==> src/rtl/mem_bus_arbiter.sv <==
// mem_bus_arbiter: shares one memory port between an instruction-fetch
// requester (i_*) and a load/store requester (d_*).
//   clk, rst      : clock, asynchronous active-high reset
//   i_req/i_addr  : fetch request        -> i_gnt, i_rvalid, i_rdata
//   d_req/d_we/d_addr/d_wdata/d_be : data request -> d_gnt, d_rvalid, d_rdata
//   m_*           : memory request (m_req/m_ready handshake), in-order m_rvalid/m_rdata
//   busy          : transactions outstanding; err : sticky response-without-request flag
// Grants and response routing are combinational (zero added latency).
module mem_bus_arbiter #(
  parameter int unsigned DEPTH    = 2,
  parameter int unsigned MAX_WAIT = 4
) (
  input  logic        clk,
  input  logic        rst,
  input  logic        i_req,
  input  logic [31:0] i_addr,
  output logic        i_gnt,
  output logic        i_rvalid,
  output logic [31:0] i_rdata,
  input  logic        d_req,
  input  logic        d_we,
  input  logic [31:0] d_addr,
  input  logic [31:0] d_wdata,
  input  logic [3:0]  d_be,
  output logic        d_gnt,
  output logic        d_rvalid,
  output logic [31:0] d_rdata,
  output logic        m_req,
  output logic        m_we,
  output logic [31:0] m_addr,
  output logic [31:0] m_wdata,
  output logic [3:0]  m_be,
  input  logic        m_ready,
  input  logic        m_rvalid,
  input  logic [31:0] m_rdata,
  output logic        busy,
  output logic        err
);

  localparam int unsigned PTR_W = (DEPTH > 2) ? 2 : 1;
  localparam int unsigned CNT_W = 3;
  localparam logic [3:0]  MAX_W = 4'(MAX_WAIT);

  logic [DEPTH-1:0] r_owner;   // owner FIFO storage: 0 = fetch, 1 = data
  logic [PTR_W-1:0] r_wr_ptr;
  logic [PTR_W-1:0] r_rd_ptr;
  logic [CNT_W-1:0] r_count;
  logic [3:0]       r_starve;
  logic             r_err;

  logic w_full;
  logic w_block;
  logic w_sel_fetch;
  logic w_push;
  logic w_pop;
  logic w_head;

  // Full FIFO only blocks when no response frees a slot this same cycle.
  assign w_full      = (r_count == CNT_W'(DEPTH));
  assign w_block     = w_full && !m_rvalid;
  assign w_sel_fetch = i_req && (!d_req || (r_starve == MAX_W));
  assign w_push      = m_req && m_ready;
  assign w_pop       = !rst && m_rvalid && (r_count != '0);
  assign w_head      = r_owner[r_rd_ptr];

  // Request mux, grants and response routing.
  always_comb begin
    m_req    = 1'b0;
    m_we     = 1'b0;
    m_addr   = '0;
    m_wdata  = '0;
    m_be     = '0;
    i_gnt    = 1'b0;
    d_gnt    = 1'b0;
    i_rvalid = 1'b0;
    d_rvalid = 1'b0;
    if (!rst && (i_req || d_req) && !w_block) begin
      m_req = 1'b1;
      if (w_sel_fetch) begin
        m_addr = i_addr;
        m_be   = 4'hF;
        i_gnt  = m_ready;
      end else begin
        m_we    = d_we;
        m_addr  = d_addr;
        m_wdata = d_wdata;
        m_be    = d_be;
        d_gnt   = m_ready;
      end
    end
    if (w_pop) begin
      i_rvalid = !w_head;
      d_rvalid = w_head;
    end
  end

  assign i_rdata = m_rdata;
  assign d_rdata = m_rdata;
  assign busy    = (r_count != '0);
  assign err     = r_err;

  // Owner FIFO, outstanding count, starvation counter and error flag.
  always_ff @(posedge clk or posedge rst) begin
    if (rst) begin
      r_owner  <= '0;
      r_wr_ptr <= '0;
      r_rd_ptr <= '0;
      r_count  <= '0;
      r_starve <= '0;
      r_err    <= 1'b0;
    end else begin
      if (w_push) begin
        r_owner[r_wr_ptr] <= !w_sel_fetch;
        r_wr_ptr <= (r_wr_ptr == PTR_W'(DEPTH - 1)) ? '0 : r_wr_ptr + PTR_W'(1);
      end
      if (w_pop) begin
        r_rd_ptr <= (r_rd_ptr == PTR_W'(DEPTH - 1)) ? '0 : r_rd_ptr + PTR_W'(1);
      end
      r_count <= r_count + CNT_W'(w_push) - CNT_W'(w_pop);
      if (m_rvalid && (r_count == '0)) begin
        r_err <= 1'b1;
      end
      if (!i_req || (w_push && w_sel_fetch)) begin
        r_starve <= '0;
      end else if (w_push && (r_starve != MAX_W)) begin
        r_starve <= r_starve + 4'd1;
      end
    end
  end

endmodule

==> config.mk <==
export PLATFORM = sky130hd
export DESIGN_NAME = mem_bus_arbiter
export DESIGN_NICKNAME = d
export VERILOG_FILES = /design/src/rtl/mem_bus_arbiter.sv
export SDC_FILE = /design/constraint.sdc
export NUM_CORES = 1
export LEC_CHECK = 0
export ABC_AREA = 1
export CAP_MARGIN = 20
export CORE_AREA = 2 2 109 111
export CTS_CLUSTER_SIZE = 30
export DETAILED_ROUTE_END_ITERATION = 16
export DIE_AREA = 0 0 111 113
export PLACE_DENSITY = 0.65
export SLEW_MARGIN = 20
export SYNTH_ARGS = -nofsm -noshare
export SYNTH_HDL_FRONTEND = slang
export SYNTH_SLANG_ARGS = --single-unit
==> constraint.sdc <==
create_clock -name clk -period 4 [get_ports clk]
set_input_delay 0.4 -clock clk [delete_from_list [all_inputs] [get_ports clk]]
set_output_delay 0.4 -clock clk [all_outputs]
set_load 0.02 [all_outputs]
==> results.md <==
- Metal2 WL: 3.519 mm
- Final Skew: 0.003063 ns
- Final HPWL DP: 6.312 mm
- DR vias: 2386
- Hold-fix buffers, CTS: 0
- Status: completed
- Htree depth: 1
- Top routing layer used: met4
- Worst-path fanout max: 38
- WL met1: 3.175 mm
- Die H: 113 um
- Vias in the first global route: 2377
- Async SR Flop Fraction: 100.0%
- Worst-Margin Slew: 0.4554 ns
- Power Density: 280.3 nW/um^2
- Starting Density: 17.78%
- Worst endpoint required time: 3.60 ns
- DR pass1 iterations: 4
- Ratio of cells with drive above 1 in the final layout: 3.864%
- Num Clock Sinks: 12
- Post-CTS Repair Setup Buffers: 0
- Post-route ant nets: 0
- Largest net degree at the start of global routing: 39
- TNS Setup: 0 ns
- CTS max path bufs: 2
- Peak supply drop: 0.0001429 V
- Met3 Wirelength: 628 um
- CP endpoint kind: output port
- Yosys warning count: 0
- Total congestion overflow: 0
- Cell area after layout: 3505 um^2
- CTS root buf: clkbuf_16
- Top Ports: 279
- Post-Place Cell Area: 3430 um^2
- Initial antenna violation count: 0
- Sequential fraction of the synthesis area: 14.98%
- Cts bufs inserted: 3
- Synth cell types: 25
- Total track usage: 11.00%
- DP Cell Count: 580
- EDFF count, synth: 0
- Finish-stage setup viols: 0
- Worst Hold Margin: 0.4726 ns
- CP Launch Type: input port
- P_leak: 1.461 nW
- HP Class: reg -> reg
- Drt via density: 4.093
- Initial DRC count: 69
- Die area: 12540 um^2
- Kind of critical path: in -> out
- Ys flop type: dfrtp_1
- Ant. Diodes: 0
- Post-DR wirelength/cell: 13.00 um
- First-pass GRT wire length: 11.39 mm
- Syn Inst Count: 332
- Final net count: 586
- # DRC: 0
- Slew HR: 69.60%
- Fmax: 0.3099 GHz
- Finished Layout Cells: 583
- Core Area: 11270 um^2
- Max Cap Violations: 0
- Final period utilization: 80.66%
- WP data arrival: 2.83 ns
- Synth Net Count: 476
- Worst skew pair latency: 0.24 ns
- Die width: 111 um
- Final WL: 7.581 mm
- Final hold violations: 0
- FP Rows: 39
- Final slew viol count: 0
- #FFs+latches synth: 12
- Clk slew on worst S/H paths: 0.04 ns
- Quantity of I/O buffers inserted on ports: 182
- Post-synthesis cell area: 2004 um^2
- Syn-to-layout area delta: 74.84%
- Total power: 0.9822 mW
- Final GP Congestion: 0.7861
- Filler cells: 1240
- RSZ-0062 raised after global routing: no
- Final critical-path required period: 3.226 ns
- Mean Syn Cell Area: 6.037 um^2
- PostCTS Resize Cnt: 0
- CTS tree: built
-- cells in the mapped netlist (2+ instances only) --
| cell type | n | area share [%] |
|---|---|---|
| inv_1 | 13 | 2.4 |
| clkbuf_1 | 3 | 0.56 |
| xor2_1 | 3 | 1.3 |
| nand2_2 | 2 | 0.62 |
| nand2_1 | 48 | 9.0 |
| o21ai_1 | 2 | 0.50 |
| nand4_1 | 5 | 1.6 |
| a21oi_1 | 4 | 1.0 |
| buf_4 | 65 | 24 |
| xnor2_1 | 2 | 0.87 |
| ha_1 | 4 | 2.5 |
| o21ai_0 | 32 | 8.0 |
| buf_2 | 5 | 1.2 |
| dfrtp_1 | 12 | 15 |
| nand3_1 | 2 | 0.50 |
| buf_6 | 9 | 5.1 |
| inv_2 | 2 | 0.37 |
| nor2_1 | 112 | 21 |
-- final timing paths --
path | from | cells past startpoint | slack [ns] | endpoint
min | r_count[2] | 1 | 0.47 | r_count[2]
min in group asynchronous | rst | 3 | 0.54 | r_starve[2]
max | i_req | 9 | 0.77 | m_addr[23]
min reg2reg | r_count[2] | 1 | 0.47 | r_count[2]
max reg2reg | r_count[1] | 10 | 1.73 | r_count[2]
max in group asynchronous | rst | 3 | 3.30 | err
-- per-layer routing --
layer  up-vias  track usage [%]
met5         -                0
met4         0            4.833
met3        32            2.517
met2       148            19.10
met1      1030            13.03
li1       1176                -
-- metrics by stage --
stage / util [%] / setup slack, ns
after floorplan: - / 1.826
final: 31.09 / 0.7737
after global routing: 31.09 / 0.5846
after global placement: 30.43 / 0.8536
after CTS: 31.09 / 0.7675
after detailed placement: 30.43 / 0.7674
-- cell families after synthesis --
logic type / Yosys count / share of synthesized area [%]
compound gates: 40 / 10.74
xor+xnor: 5 / 2.185
fa+ha+maj: 5 / 3.496
buf+inv: 97 / 34.02
flops: 12 / 14.98
simple gates: 173 / 34.58
-- sequential cells by signal, indices dropped and copies added, names as in the netlist --
| signal | flops |
|---|---|
| r_owner | 2 |
| err | 1 |
| r_starve | 4 |
| r_rd_ptr | 1 |
| r_count | 3 |
| r_wr_ptr | 1 |
-- final cells by class --
class	count	area, um^2	share of cell area (%)
clock buffer	3	75.07	2.142
inverter	15	56.30	1.607
multi-input combinational	223	1022	29.17
sequential	12	300.3	8.568
tap	143	178.9	5.105
timing repair buffer	187	1872	53.41
-- power breakdown --
part           switching (mW)  leakage, nW  internal [mW]
clock                  0.0489       0.0370          0.130
combinational           0.300         1.28          0.308
sequential             0.0293        0.146          0.166
total                   0.379         1.46          0.604
-- cell usage in the layout (no fill, tap or decap), types with 3 or more instances in the layout --
master,synthesis,final
nand4_1,5,5
nand2_1,48,48
xor2_1,3,3
a21oi_1,4,4
clkbuf_16,0,3
buf_4,65,4
nor2_1,112,112
clkdlybuf4s50_1,0,182
ha_1,4,4
o21ai_0,32,32
dfrtp_1,12,12
inv_1,13,13
-- critical path, cell delays in order --
cell,delay [ns]
clkdlybuf4s50_1,0.60
nor2_1,0.11
nor2_4,0.12
nand2_2,0.10
inv_2,0.36
buf_12,0.25
o21ai_0,0.13
nor2_1,0.11
clkdlybuf4s50_1,0.62
(Power assumes the default switching activity.)
